## src/rtl/event_qualifier_if.sv

```systemverilog
// Sample-in / record-out bundle for the event qualifier.
// master drives samples and accepts records; slave is the qualifier.
interface event_qualifier_if #(
  parameter int WIDTH = 16,
  parameter int LEN_W = 16,
  parameter int CNT_W = 16
) ();
  logic                    in_valid;
  logic                    in_flag;
  logic signed [WIDTH-1:0] in_sample;
  logic                    rec_valid;
  logic                    rec_ready;
  logic signed [WIDTH-1:0] rec_peak;
  logic [LEN_W-1:0]        rec_len;
  logic [CNT_W-1:0]        rec_index;

  modport master (
    output in_valid, in_flag, in_sample, rec_ready,
    input  rec_valid, rec_peak, rec_len, rec_index
  );

  modport slave (
    input  in_valid, in_flag, in_sample, rec_ready,
    output rec_valid, rec_peak, rec_len, rec_index
  );
endinterface

```

## src/rtl/event_qualifier.sv

```systemverilog
// Debounces detector flags into qualified events with hold-off and
// emits one peak/length/index record per event over valid/ready.
module event_qualifier #(
  parameter int WIDTH     = 16,
  parameter int ON_COUNT  = 3,
  parameter int OFF_COUNT = 3,
  parameter int HOLDOFF   = 8,
  parameter int LEN_W     = 16,
  parameter int CNT_W     = 16
) (
  input  logic             clk,
  input  logic             rst,
  event_qualifier_if.slave bus,
  input  logic             clr_ovf,
  output logic             event_start,
  output logic             event_active,
  output logic [CNT_W-1:0] event_count,
  output logic             overflow
);

  localparam int CW = 16;

  typedef enum logic [2:0] {
    S_IDLE,
    S_PEND,
    S_ACT,
    S_REL,
    S_HOLD
  } state_t;

  state_t state_q, state_d;

  logic [CW-1:0]           run_q, run_d;
  logic [CW-1:0]           off_q, off_d;
  logic [CW-1:0]           hold_q, hold_d;
  logic [LEN_W-1:0]        span_q, span_d;
  logic [LEN_W-1:0]        len_q, len_d;
  logic signed [WIDTH-1:0] peak_q, peak_d;
  logic [CNT_W-1:0]        cnt_q, cnt_d;
  logic                    start_q, start_d;
  logic                    act_q, act_d;
  logic                    ovf_q, ovf_d;
  logic                    rv_q, rv_d;
  logic signed [WIDTH-1:0] rp_q, rp_d;
  logic [LEN_W-1:0]        rl_q, rl_d;
  logic [CNT_W-1:0]        ri_q, ri_d;

  logic                    confirm;
  logic                    fin;
  logic [LEN_W-1:0]        span_inc;
  logic signed [WIDTH-1:0] peak_max;

  always_comb begin
    state_d  = state_q;
    run_d    = run_q;
    off_d    = off_q;
    hold_d   = hold_q;
    span_d   = span_q;
    len_d    = len_q;
    peak_d   = peak_q;
    cnt_d    = cnt_q;
    start_d  = 1'b0;
    ovf_d    = ovf_q;
    rv_d     = rv_q;
    rp_d     = rp_q;
    rl_d     = rl_q;
    ri_d     = ri_q;
    confirm  = 1'b0;
    fin      = 1'b0;
    span_inc = (&span_q) ? span_q : span_q + 1'b1;
    peak_max = (bus.in_sample > peak_q) ? bus.in_sample : peak_q;

    if (rv_q && bus.rec_ready) rv_d = 1'b0;
    if (clr_ovf) ovf_d = 1'b0;

    if (bus.in_valid) begin
      unique case (state_q)
        S_IDLE: begin
          if (bus.in_flag) begin
            run_d  = CW'(1);
            span_d = LEN_W'(1);
            len_d  = LEN_W'(1);
            peak_d = bus.in_sample;
            if (ON_COUNT == 1) confirm = 1'b1;
            else state_d = S_PEND;
          end
        end
        S_PEND: begin
          if (bus.in_flag) begin
            run_d  = run_q + 1'b1;
            span_d = span_inc;
            len_d  = span_inc;
            peak_d = peak_max;
            if (run_d == CW'(ON_COUNT)) confirm = 1'b1;
          end else begin
            state_d = S_IDLE;
          end
        end
        S_ACT: begin
          span_d = span_inc;
          peak_d = peak_max;
          if (bus.in_flag) begin
            len_d = span_inc;
          end else begin
            off_d = CW'(1);
            if (OFF_COUNT == 1) fin = 1'b1;
            else state_d = S_REL;
          end
        end
        S_REL: begin
          span_d = span_inc;
          peak_d = peak_max;
          if (bus.in_flag) begin
            len_d   = span_inc;
            off_d   = '0;
            state_d = S_ACT;
          end else begin
            off_d = off_q + 1'b1;
            if (off_d == CW'(OFF_COUNT)) fin = 1'b1;
          end
        end
        S_HOLD: begin
          hold_d = hold_q + 1'b1;
          if (hold_d == CW'(HOLDOFF)) state_d = S_IDLE;
        end
        default: state_d = S_IDLE;
      endcase

      if (confirm) begin
        state_d = S_ACT;
        start_d = 1'b1;
        off_d   = '0;
        cnt_d   = (&cnt_q) ? cnt_q : cnt_q + 1'b1;
      end

      // A busy record slot keeps the old record; the new one is lost.
      if (fin) begin
        if (!rv_q || bus.rec_ready) begin
          rv_d = 1'b1;
          rp_d = peak_d;
          rl_d = len_d;
          ri_d = cnt_q;
        end else begin
          ovf_d = 1'b1;
        end
        hold_d  = '0;
        state_d = (HOLDOFF == 0) ? S_IDLE : S_HOLD;
      end
    end

    act_d = (state_d == S_ACT) || (state_d == S_REL);
  end

  always_ff @(posedge clk) begin
    if (rst) begin
      state_q <= S_IDLE;
      run_q   <= '0;
      off_q   <= '0;
      hold_q  <= '0;
      span_q  <= '0;
      len_q   <= '0;
      peak_q  <= '0;
      cnt_q   <= '0;
      start_q <= 1'b0;
      act_q   <= 1'b0;
      ovf_q   <= 1'b0;
      rv_q    <= 1'b0;
      rp_q    <= '0;
      rl_q    <= '0;
      ri_q    <= '0;
    end else begin
      state_q <= state_d;
      run_q   <= run_d;
      off_q   <= off_d;
      hold_q  <= hold_d;
      span_q  <= span_d;
      len_q   <= len_d;
      peak_q  <= peak_d;
      cnt_q   <= cnt_d;
      start_q <= start_d;
      act_q   <= act_d;
      ovf_q   <= ovf_d;
      rv_q    <= rv_d;
      rp_q    <= rp_d;
      rl_q    <= rl_d;
      ri_q    <= ri_d;
    end
  end

  assign event_start   = start_q;
  assign event_active  = act_q;
  assign event_count   = cnt_q;
  assign overflow      = ovf_q;
  assign bus.rec_valid = rv_q;
  assign bus.rec_peak  = rp_q;
  assign bus.rec_len   = rl_q;
  assign bus.rec_index = ri_q;

endmodule
```

## src/flat_wrapper.sv

```systemverilog
// flat-port wrapper written by rule: the top's interface ports become plain ports
module event_qualifier_flat 
#(
  parameter int WIDTH     = 16,
  parameter int ON_COUNT  = 3,
  parameter int OFF_COUNT = 3,
  parameter int HOLDOFF   = 8,
  parameter int LEN_W     = 16,
  parameter int CNT_W     = 16
)
  (clk, rst, clr_ovf, event_start, event_active, event_count, overflow, bus_in_valid, bus_in_flag, bus_in_sample, bus_rec_ready, bus_rec_valid, bus_rec_peak, bus_rec_len, bus_rec_index);
  event_qualifier_if #(.WIDTH(WIDTH), .LEN_W(LEN_W), .CNT_W(CNT_W)) bus_i ();
  input  logic clk;
  input  logic rst;
  input  logic clr_ovf;
  output logic event_start;
  output logic event_active;
  output logic [CNT_W-1:0] event_count;
  output logic overflow;
  input wire logic [$bits(bus_i.in_valid)-1:0] bus_in_valid;
  input wire logic [$bits(bus_i.in_flag)-1:0] bus_in_flag;
  input wire logic [$bits(bus_i.in_sample)-1:0] bus_in_sample;
  input wire logic [$bits(bus_i.rec_ready)-1:0] bus_rec_ready;
  output wire logic [$bits(bus_i.rec_valid)-1:0] bus_rec_valid;
  output wire logic [$bits(bus_i.rec_peak)-1:0] bus_rec_peak;
  output wire logic [$bits(bus_i.rec_len)-1:0] bus_rec_len;
  output wire logic [$bits(bus_i.rec_index)-1:0] bus_rec_index;
  assign bus_i.in_valid = bus_in_valid;
  assign bus_i.in_flag = bus_in_flag;
  assign bus_i.in_sample = bus_in_sample;
  assign bus_i.rec_ready = bus_rec_ready;
  assign bus_rec_valid = bus_i.rec_valid;
  assign bus_rec_peak = bus_i.rec_peak;
  assign bus_rec_len = bus_i.rec_len;
  assign bus_rec_index = bus_i.rec_index;
  event_qualifier #(.WIDTH(WIDTH), .ON_COUNT(ON_COUNT), .OFF_COUNT(OFF_COUNT), .HOLDOFF(HOLDOFF), .LEN_W(LEN_W), .CNT_W(CNT_W)) u_core (.clk(clk), .rst(rst), .bus(bus_i), .clr_ovf(clr_ovf), .event_start(event_start), .event_active(event_active), .event_count(event_count), .overflow(overflow));
endmodule
```

## config.mk

```make
export PLATFORM = sky130hd
export DESIGN_NAME = event_qualifier_flat
export DESIGN_NICKNAME = d
export VERILOG_FILES = /design/src/rtl/event_qualifier_if.sv /design/src/rtl/event_qualifier.sv /design/src/flat_wrapper.sv
export SDC_FILE = /design/constraint.sdc
export NUM_CORES = 1
export LEC_CHECK = 0
export CAP_MARGIN = 20
export CORE_AREA = 2 2 139 175
export CTS_BUF_LIST = sky130_fd_sc_hd__clkbuf_8
export DETAILED_ROUTE_END_ITERATION = 6
export DIE_AREA = 0 0 141 177
export PLACE_DENSITY = 0.6
export SETUP_SLACK_MARGIN = 0.02
export SLEW_MARGIN = 10
export SYNTH_ARGS = -nofsm -noshare
export SYNTH_HDL_FRONTEND = slang
export SYNTH_SLANG_ARGS = --single-unit
```

## constraint.sdc

```tcl
create_clock -name clk -period 3.6 [get_ports clk]
set_input_delay 0.72 -clock clk [delete_from_list [all_inputs] [get_ports clk]]
set_output_delay 0.72 -clock clk [all_outputs]
set_load 0.005 [all_outputs]
```

==> results of run 1 <==
cell type report:
| class | instances | area [µm²] | area share, % |
|---|---|---|---|
| Sequential cell | 167 | 3343 | 31.02 |
| Timing Repair Buffer | 124 | 1164 | 10.80 |
| Tap cell | 292 | 365.4 | 3.389 |
| Clock buffer | 17 | 234.0 | 2.171 |
| Multi-Input combinational cell | 875 | 5308 | 49.24 |
| Inverter | 49 | 183.9 | 1.706 |
| Clock inverter | 15 | 181.4 | 1.683 |
synth_stat cells, drive strengths merged (10+ instances only):
| cell | count |
|---|---|
| dfxtp | 167 |
| nand2 | 114 |
| nor2 | 109 |
| o21ai | 89 |
| a21oi | 79 |
| clkbuf | 58 |
| nor3 | 48 |
| inv | 47 |
| nand3 | 42 |
| mux2i | 39 |
| a31oi | 38 |
| o211ai | 38 |
| nand4 | 30 |
| or3 | 26 |
| ha | 23 |
| buf | 20 |
| nor2b | 18 |
| xnor2 | 17 |
| a2bb2oi | 16 |
| a211oi | 14 |
| o32ai | 13 |
| nor4 | 10 |
metrics by stage:
stage                     worst slack, ps  cell area [µm²]  util, %  cells  total power, mW
after floorplan                     860.1             9163        -   1169            2.150
after global placement              207.2            10360    44.27   1507            2.282
after CTS                           428.8            10780    46.04   1539            3.672
final                               406.1            10780    46.04   1539            3.630
after global routing                202.8            10780    46.04   1539            3.782
after detailed placement            175.1            10360    44.27   1507            2.283
final timing paths:
| kind | slack (ps) | start | to |
|---|---|---|---|
| worst max-delay path | 410 | u_core.off_q[1] | u_core.bus.rec_index[14] |
| worst min-delay path | 470 | u_core.len_q[15] | u_core.bus.rec_len[15] |
| worst max register to register | 410 | u_core.off_q[1] | u_core.bus.rec_index[14] |
| worst min register to register | 470 | u_core.len_q[15] | u_core.bus.rec_len[15] |
power groups by stage:
stage | registers (mW) | logic (mW) | clock network, mW
5_1_grt | 1.89 | 0.393 | 1.50
6_report | 1.89 | 0.354 | 1.39
3_5_place_dp | 1.93 | 0.352 | 0
2_1_floorplan | 1.92 | 0.226 | 0
4_1_cts | 1.89 | 0.354 | 1.43
3_3_place_gp | 1.93 | 0.351 | 0
flip-flops by register name (all words and copies together), names as in the netlist:
name,flops
u_core.len_q,16
u_core.hold_q,16
u_core.overflow,1
u_core.event_active,1
u_core.peak_q,16
u_core.run_q,16
u_core.bus.rec_valid,1
u_core.bus.rec_index,16
u_core.state_q,3
u_core.event_count,16
u_core.span_q,16
u_core.off_q,16
u_core.bus.rec_peak,16
u_core.bus.rec_len,16
u_core.event_start,1
cell families (layout without fill, tap and decap cells):
kind of cell / after synthesis / after routing
adder cells (fa/ha/maj): 23 / 23
flip-flops: 167 / 167
XOR/XNOR: 23 / 23
multiplexers: 42 / 42
AO/OA/AOI/OAI: 346 / 346
buffers and inverters: 127 / 205
AND/OR/NAND/NOR: 441 / 441
worst max-delay path, delay by kind of cell, from the launching register on:
family	cells	cell delay, ps
fa+ha+maj	1	320
simple gates	4	940
buf+inv	1	370
flops	1	500
mux	1	240
compound gates	2	670
layer usage:
| layer | vias to the layer above | GRT usage (%) | part of all wire [%] |
|---|---|---|---|
| met4 | 0 | 7.083 | 2.0 |
| met2 | 194 | 34.41 | 49 |
| met3 | 43 | 3.139 | 3.9 |
| li1 | 4417 | - | - |
| met5 | - | 0 | 0 |
| met1 | 4047 | 25.16 | 46 |
==> out/results.tsv, run 1 <==
stage	metric	value	unit
worst_setup_path	reg2reg_depth	9	
synth	synth-edff-count	0	
hold_path	min_path_cells	2	
synth	synth_top_family_by_area	compound AO/OA/AOI/OAI gates	
finish	final_common_cell	dfxtp_1	
worst_setup_path	cp.required	3950	ps
finish	antenna_cells	0	
routing	drtAntennaViolNets	0	
sta	maxSlewViolCount	0	
synth	yosysWarningCount	0	
clock_network	clock_path_buffers	2	
sta	final_hold_viol_count	0	
global_routing	grt_pass1_wl	40790	µm
power	sequentialPowerShare	52.1	%
power	clock_power_share	38.2	%
worst_setup_path	worstSetupPathType	reg2reg	
power	switchingPower	1.097	mW
synth	avgSynthCellArea	7.838	µm²
synth	yosys.area_share.simple	23.68	%
worst_setup_path	end_kind	flop	
clock_network	post_cts_resized	0	
clock_network	post_cts_buffers	0	
power	switching_share	30.21	%
power	peakVddDrop	266.5	µV
routing	vias_per_cell	5.654	
power	leakagePower	3.515	nW
clock_network	htree_levels	4	
global_routing	grt_pass1_vias	8088	
global_routing	antenna_found_initial	0	
sta	fmax	313.1	MHz
power	p_int	2.534	mW
routing	dr_total_vias	8701	
sta	worst_slew_pin_slew	778.3	ps
hold_path	min-delay-path-class	reg2reg	
floorplanning	die_w	141	µm
routing	dr.pass1.iters	5	
worst_setup_path	slowest_stage	a2111o_1	
clock_network	cts_sinks	167	
outcome	status	finished clean	
worst_setup_path	crit_arrival	3550	ps
synth	synth_compound_area_share	24.24	%
worst_setup_path	cpPeakStageDelay	520	ps
worst_setup_path	cp-start-kind	flop	
sta	skew	24.56	ps
power	power.density	336.8	nW/µm²
clock_network	cts_root_buf	clkbuf_8	
floorplanning	die_area	24960	µm²
synth	ys_types	69	
synth	synthFlopType	dfxtp_1	
floorplanning	start_util	39.14	%
placed_design	gp_congestion	0.8623	
flow_run	drv_cap	0	
floorplanning	core	23410	µm²
synth	netlist.area_leader.share	36.49	%
worst_setup_path	path_max_fanout	69	
synth	synthXorXnorAreaFrac	2.199	%
clock_network	numCtsBuffers	17	
synth	synth_top_cell_by_area	dfxtp_1	
finish	final_cell_mix	dfxtp_1 (167), nand2_1 (114), nor2_1 (109)	
clock_network	clk_latency	500	ps
floorplanning	rows	63	
routing	routed_wl	24610	µm
placed_design	portBuffers	89	
sta	grt_setup_unrepaired	false	
synth	syn-num-nets	1214	
floorplanning	dieHeight	177	µm
clock_network	cts_hold_buf	0	
sta	fin_tns_setup	0	ps
sta	slew_headroom	48.11	%
sta	finalCriticalPeriod	3194	ps
global_routing	track_usage	19.91	%
finish	nNetsFinal	1279	
finish	drive_above_1_share	7.217	%
sta	fin_hold_ws	469.1	ps
synth	synth-seq-cells	167	
synth	ys_seq_area_share	36.49	%
power	comb_power_share	9.7	%
worst_setup_path	crit_chain	ha_1 -> nand3_1 -> nor3_2 -> o211ai_1 -> a2111o_1 -> nor3_4 -> buf_12 -> mux2i_1 -> nor2_1	
placed_design	dp_hpwl	16900	µm
synth	synth.cell_area	9163	µm²
finish	syn_to_final_growth	17.64	%
clock_network	cts_tree	built	
global_routing	gr-total-overflow	0	
routing	dr.first_iter.drc_count	643	
synth	syn_inst	1169	
sta	period_share	88.72	%
routing	drc_errors	0	
global_routing	grt_max_degree	75	
clock_network	clk_pin_slew	100	ps
finish	final.fill_count	2307	
synth	synth_area_leaders	dfxtp_1 (36%), nand2_1 (4.7%), nor2_1 (4.5%), a21oi_1 (4.3%), mux2i_1 (4.3%)	
floorplanning	ios	90	
synth	synthAdderAreaFrac	3.141	%
sta	setup_viol	0	
routing	wl_per_cell	15.99	µm
synth	synth_mux_area_share	4.629	%
synth	async_flop_share	0	%
Note: power is estimated with default switching activity, not from simulation.
==> inputs of run 2 (changes only) <==
DONT_BUFFER_PORTS = 1   (was default)
PLACE_DENSITY = 0.55   (was 0.6)
==> run 2 against run 1 <==
Die area unchanged. Hold slack got worse by 90 ps. Global-route usage increased by 0.11 points. Non-clock buffer count is 102 lower. Register-to-register slack better by 90 ps. Routed wire length up 1.0%. Clock power about the same. Clock-buffer cell count is 1 higher. Combinational power shrank 23%. Sequential cell count did not move.
==> out/results.tsv, run 2 (synthesized netlist as in run 1, its figures left out) <==
stage	metric	value	unit
outcome	status	finished clean	
worst_setup_path	cp.required	3960	ps
sta	final_hold_viol_count	0	
placed_design	placed_cell_area	9378	µm²
clock_network	cts_hold_buf	0	
floorplanning	die_area	24960	µm²
power	power.density	361.4	nW/µm²
sta	setup_viol	0	
routing	dr.pass1.iters	5	
finish	fin_area	9761	µm²
clock_network	cts_tree	built	
clock_network	post_cts_buffers	0	
global_routing	grt_util_met1	24.91	%
sta	maxSlewViolCount	0	
sta	fmax	322.7	MHz
routing	dr.first_iter.drc_count	553	
floorplanning	start_util	39.14	%
routing	drtAntennaViolNets	0	
global_routing	gr-total-overflow	0	
placed_design	post-place-ws	502.7	ps
sta	skew	21.44	ps
global_routing	track_usage	20.02	%
finish	stdcell_count	1437	
clock_network	cts_sinks	167	
global_routing	grt_max_degree	132	
clock_network	clk_latency	480	ps
global_routing	busiest_layer	met2	
finish	nNetsFinal	1177	
placed_design	dp_hpwl	16510	µm
hold_path	min-delay-path-class	in2reg	
routing	dr_total_vias	8404	
global_routing	gr-usage-met2	34.70	%
power	leakagePower	3.136	nW
worst_setup_path	cp-start-kind	flop	
power	peakVddDrop	208.7	µV
finish	syn_to_final_growth	6.527	%
sta	slew_headroom	46.31	%
finish	antenna_cells	0	
floorplanning	rows	63	
floorplanning	die_w	141	µm
clock_network	post_cts_resized	0	
placed_design	placedCellCount	1405	
routing	routed_wl	24860	µm
clock_network	numCtsBuffers	17	
clock_network	clock_path_buffers	2	
placed_design	portBuffers	0	
flow_run	drv_cap	0	
global_routing	antenna_found_initial	0	
global_routing	met3_usage	4.248	%
sta	period_share	86.09	%
worst_setup_path	end_kind	flop	
worst_setup_path	worstSetupPathType	reg2reg	
clock_network	clk_pin_slew	90	ps
sta	worst_slew_pin_slew	799.2	ps
worst_setup_path	crit_arrival	3460	ps
floorplanning	core	23410	µm²
floorplanning	dieHeight	177	µm
finish	drive_above_1_share	6.550	%
clock_network	cts_root_buf	clkbuf_8	
sta	finalCriticalPeriod	3099	ps
global_routing	grt_pass1_vias	7879	
clock_network	htree_levels	4	
finish	final_cell_mix	dfxtp_1 (167), nand2_1 (114), nor2_1 (109)	
finish	final.fill_count	2420	
sta	fin_tns_setup	0	ps
sta	setup_slack	500.9	ps
routing	vias_per_cell	5.848	
routing	wl_per_cell	17.30	µm
sta	grt_setup_unrepaired	false	
global_routing	grt_pass1_wl	40870	µm
power	total_power	3.527	mW
finish	final_common_cell	dfxtp_1	
floorplanning	ios	90	
routing	drc_errors	0	
worst_setup_path	path_max_fanout	69	
placed_design	gp_congestion	0.8667	
-- run 2: cell count changes in the layout (fill, tap and decap cells not counted) --
cell             before  now
buf_4                35   21
bufinv_16             0    1
clkbuf_8             17   18
clkdlybuf4s50_1      88    0
clkinv_2              0    1
clkinv_4              2    1
clkinv_8              5    0
inv_1                46   47
inv_12                1    0
inv_6                 2    7
inv_8                 3    1
-- run 2: power breakdown --
part	switching, mW	total (mW)	internal, mW
Combinational	0.171	0.274	0.103
Clock	0.780	1.36	0.583
Sequential	0.0226	1.89	1.87
-- run 2: path summary, 6_finish.rpt --
path | slack (ps) | cells after the start | from | endpoint
setup / recovery | 500 | 9 | u_core.off_q[0] | u_core.bus.rec_index[14]
setup reg to reg | 500 | 9 | u_core.off_q[0] | u_core.bus.rec_index[14]
hold / removal | 380 | 1 | bus_in_valid | u_core.state_q[0]
hold reg to reg | 470 | 2 | u_core.len_q[14] | u_core.len_q[14]
-- run 2: per-layer routing --
layer | part of all wire, % | vias to the layer above
met2 | 49 | 184
met1 | 45 | 3973
met3 | 4.6 | 28
li1 | - | 4219
met5 | 0 | -
met4 | 1.3 | 0
-- run 2: stage by stage --
| step | util (%) | hold WS [ps] |
|---|---|---|
| final | 41.69 | 379.2 |
| after global routing | 41.69 | 335.3 |
| after CTS | 41.69 | 312.2 |
| after detailed placement | 40.06 | 454.0 |
| after global placement | 40.06 | 450.7 |
| after floorplan | - | 435.2 |
-- run 2: worst max-delay path, cell delays in order, from the launching register on --
cell and delay (ps):
dfxtp_1 530, ha_1 310, nand3_1 250, nor3_1 350, a31oi_1 160, a2111o_1 490
nor3_4 240, buf_12 360, mux2i_1 240, nor2_1 50
-- run 2: final cells by class --
class / instances / area, µm² / share of cell area [%]
clock buffers: 18 / 247.7 / 2.538
multi-input cells: 875 / 5308 / 54.38
repair buffers: 22 / 177.7 / 1.820
clock inverters: 14 / 135.1 / 1.384
flip-flops and latches: 167 / 3343 / 34.25
well taps: 292 / 365.4 / 3.743
inverters: 49 / 183.9 / 1.884
==> inputs of run 3 (changes only) <==
==> constraint.sdc (replaced) <==
create_clock -name clk -period 3.6 [get_ports clk]
set_input_delay 0.9 -clock clk [delete_from_list [all_inputs] [get_ports clk]]
set_output_delay 0.9 -clock clk [all_outputs]
set_load 0.005 [all_outputs]
==> run 3 against run 2 <==
Sequential power barely moved. Core utilization rose by 0.52 points. Register-to-register slack got worse by 120 ps. Final cell count rose by 0.49%. Critical path depth fell by 1. Clock skew fell by 0.80 ps. Sequential cell count did not move. Clock-buffer cell count fell by 1. Global-route usage rose by 0.081 points. Critical endpoint is now u_core.off_q[3]. Largest cell class unchanged. Largest power group unchanged.
==> out/results.tsv, run 3 (synthesized netlist as in run 1, its figures left out) <==
stage	metric	value	unit
placed_design	gp_congestion	0.8450	
global_routing	antenna_found_initial	0	
sta	final_hold_viol_count	0	
routing	drtAntennaViolNets	0	
worst_setup_path	end_kind	flop	
global_routing	grt_util_met1	25.26	%
finish	final.fill_count	2440	
sta	grt_setup_unrepaired	false	
clock_network	htree_levels	4	
sta	fin_tns_setup	0	ps
clock_network	cts_root_buf	clkbuf_8	
routing	routed_wl	24650	µm
finish	antenna_cells	0	
global_routing	grt_pass1_wl	41280	µm
floorplanning	die_area	24960	µm²
floorplanning	die_w	141	µm
worst_setup_path	cp-start-kind	flop	
floorplanning	core	23410	µm²
floorplanning	start_util	39.14	%
clock_network	clk_latency	460	ps
floorplanning	dieHeight	177	µm
placed_design	portBuffers	0	
finish	stdcell_count	1444	
hold_path	min-delay-path-class	reg2reg	
clock_network	cts_hold_buf	0	
flow_run	drv_cap	0	
global_routing	met3_usage	4.221	%
floorplanning	ios	90	
global_routing	busiest_layer	met2	
routing	drc_errors	0	
clock_network	cts_tree	built	
global_routing	grt_pass1_vias	7966	
power	total_power	3.672	mW
worst_setup_path	worstSetupPathType	reg2reg	
power	peakVddDrop	205.7	µV
routing	dr.pass1.iters	4	
floorplanning	rows	63	
worst_setup_path	crit_arrival	3540	ps
power	power.density	371.6	nW/µm²
finish	syn_to_final_growth	7.852	%
global_routing	track_usage	20.10	%
finish	nNetsFinal	1184	
sta	setup_slack	379.3	ps
routing	dr.first_iter.drc_count	472	
routing	wl_per_cell	17.07	µm
clock_network	cts_sinks	167	
global_routing	gr-usage-met2	35.24	%
routing	dr_total_vias	8317	
sta	skew	20.64	ps
global_routing	grt_max_degree	132	
sta	slew_headroom	45.75	%
sta	period_share	89.46	%
finish	drive_above_1_share	7.292	%
placed_design	placedCellCount	1412	
worst_setup_path	path_max_fanout	11	
sta	setup_viol	0	
power	leakagePower	3.198	nW
sta	fmax	310.5	MHz
global_routing	gr-total-overflow	0	
placed_design	post-place-ws	297.4	ps
finish	final_common_cell	dfxtp_1	
worst_setup_path	cp.required	3920	ps
outcome	status	finished clean	
placed_design	dp_hpwl	16570	µm
sta	finalCriticalPeriod	3221	ps
clock_network	clk_pin_slew	100	ps
sta	worst_slew_pin_slew	807.5	ps
clock_network	clock_path_buffers	2	
clock_network	numCtsBuffers	17	
sta	maxSlewViolCount	0	
routing	vias_per_cell	5.760	
finish	final_cell_mix	dfxtp_1 (167), nand2_1 (114), nor2_1 (108)	
[run 3: cell count changes in the layout (fill, tap and decap cells not counted), moves of 2 or more]
| cell | change |
|---|---|
| buf_4 | +6 |
| bufinv_16 | +2 |
| inv_6 | -3 |
| inv_8 | +4 |
[run 3: per-stage QoR]
stage / hold slack [ps] / util (%) / cell area [µm²]
after floorplan: 435.2 / - / 9163
after global placement: 445.7 / 40.33 / 9443
after detailed placement: 450.2 / 40.33 / 9443
after CTS: 465.8 / 42.20 / 9879
after global routing: 484.7 / 42.21 / 9882
final: 463.2 / 42.21 / 9882
[run 3: cell type report]
cell class                 instances  area (µm²)  area share, %
clock buffer                      17       234.0          2.368
clock inverter                    15       202.7          2.051
inverter                          49       183.9          1.861
multi-input combinational        875        5310          53.74
sequential                       167        3343          33.83
tap                              292       365.4          3.697
timing repair buffer              29       242.7          2.456
[run 3: layer usage]
metal / wire length, µm / up-vias
li1: - / 4229
met1: 11300 / 3927
met2: 12110 / 138
met3: 954 / 23
met4: 285 / 0
met5: 0 / -
[run 3: path summary, 6_finish.rpt]
| path | endpoint | slack, ps | cells after the start | start |
|---|---|---|---|---|
| worst max register to register | u_core.off_q[3] | 380 | 8 | u_core.run_q[1] |
| worst max-delay path | u_core.off_q[3] | 380 | 8 | u_core.run_q[1] |
| worst min register to register | u_core.bus.rec_len[15] | 460 | 2 | u_core.len_q[15] |
| worst min-delay path | u_core.bus.rec_len[15] | 460 | 2 | u_core.len_q[15] |
[run 3: what timing repair did]
item                                    in CTS  in global routing
resized for setup                            0                  1
setup buffers                                0                  0
endpoints found under the setup margin       0                  4
[run 3: report_power, final]
part,switching (mW),internal [mW]
registers,0.0198,1.87
clock network,0.787,0.718
logic,0.173,0.106
total,0.980,2.69
[run 3: critical path, cell delays in order, from the launching register on]
cell and delay, ps:
dfxtp_1 500, ha_1 340, nand4_1 270, nor3_1 630, nor2_1 150, a31o_2 280
nand4_1 280, and2_1 490, o32ai_1 130
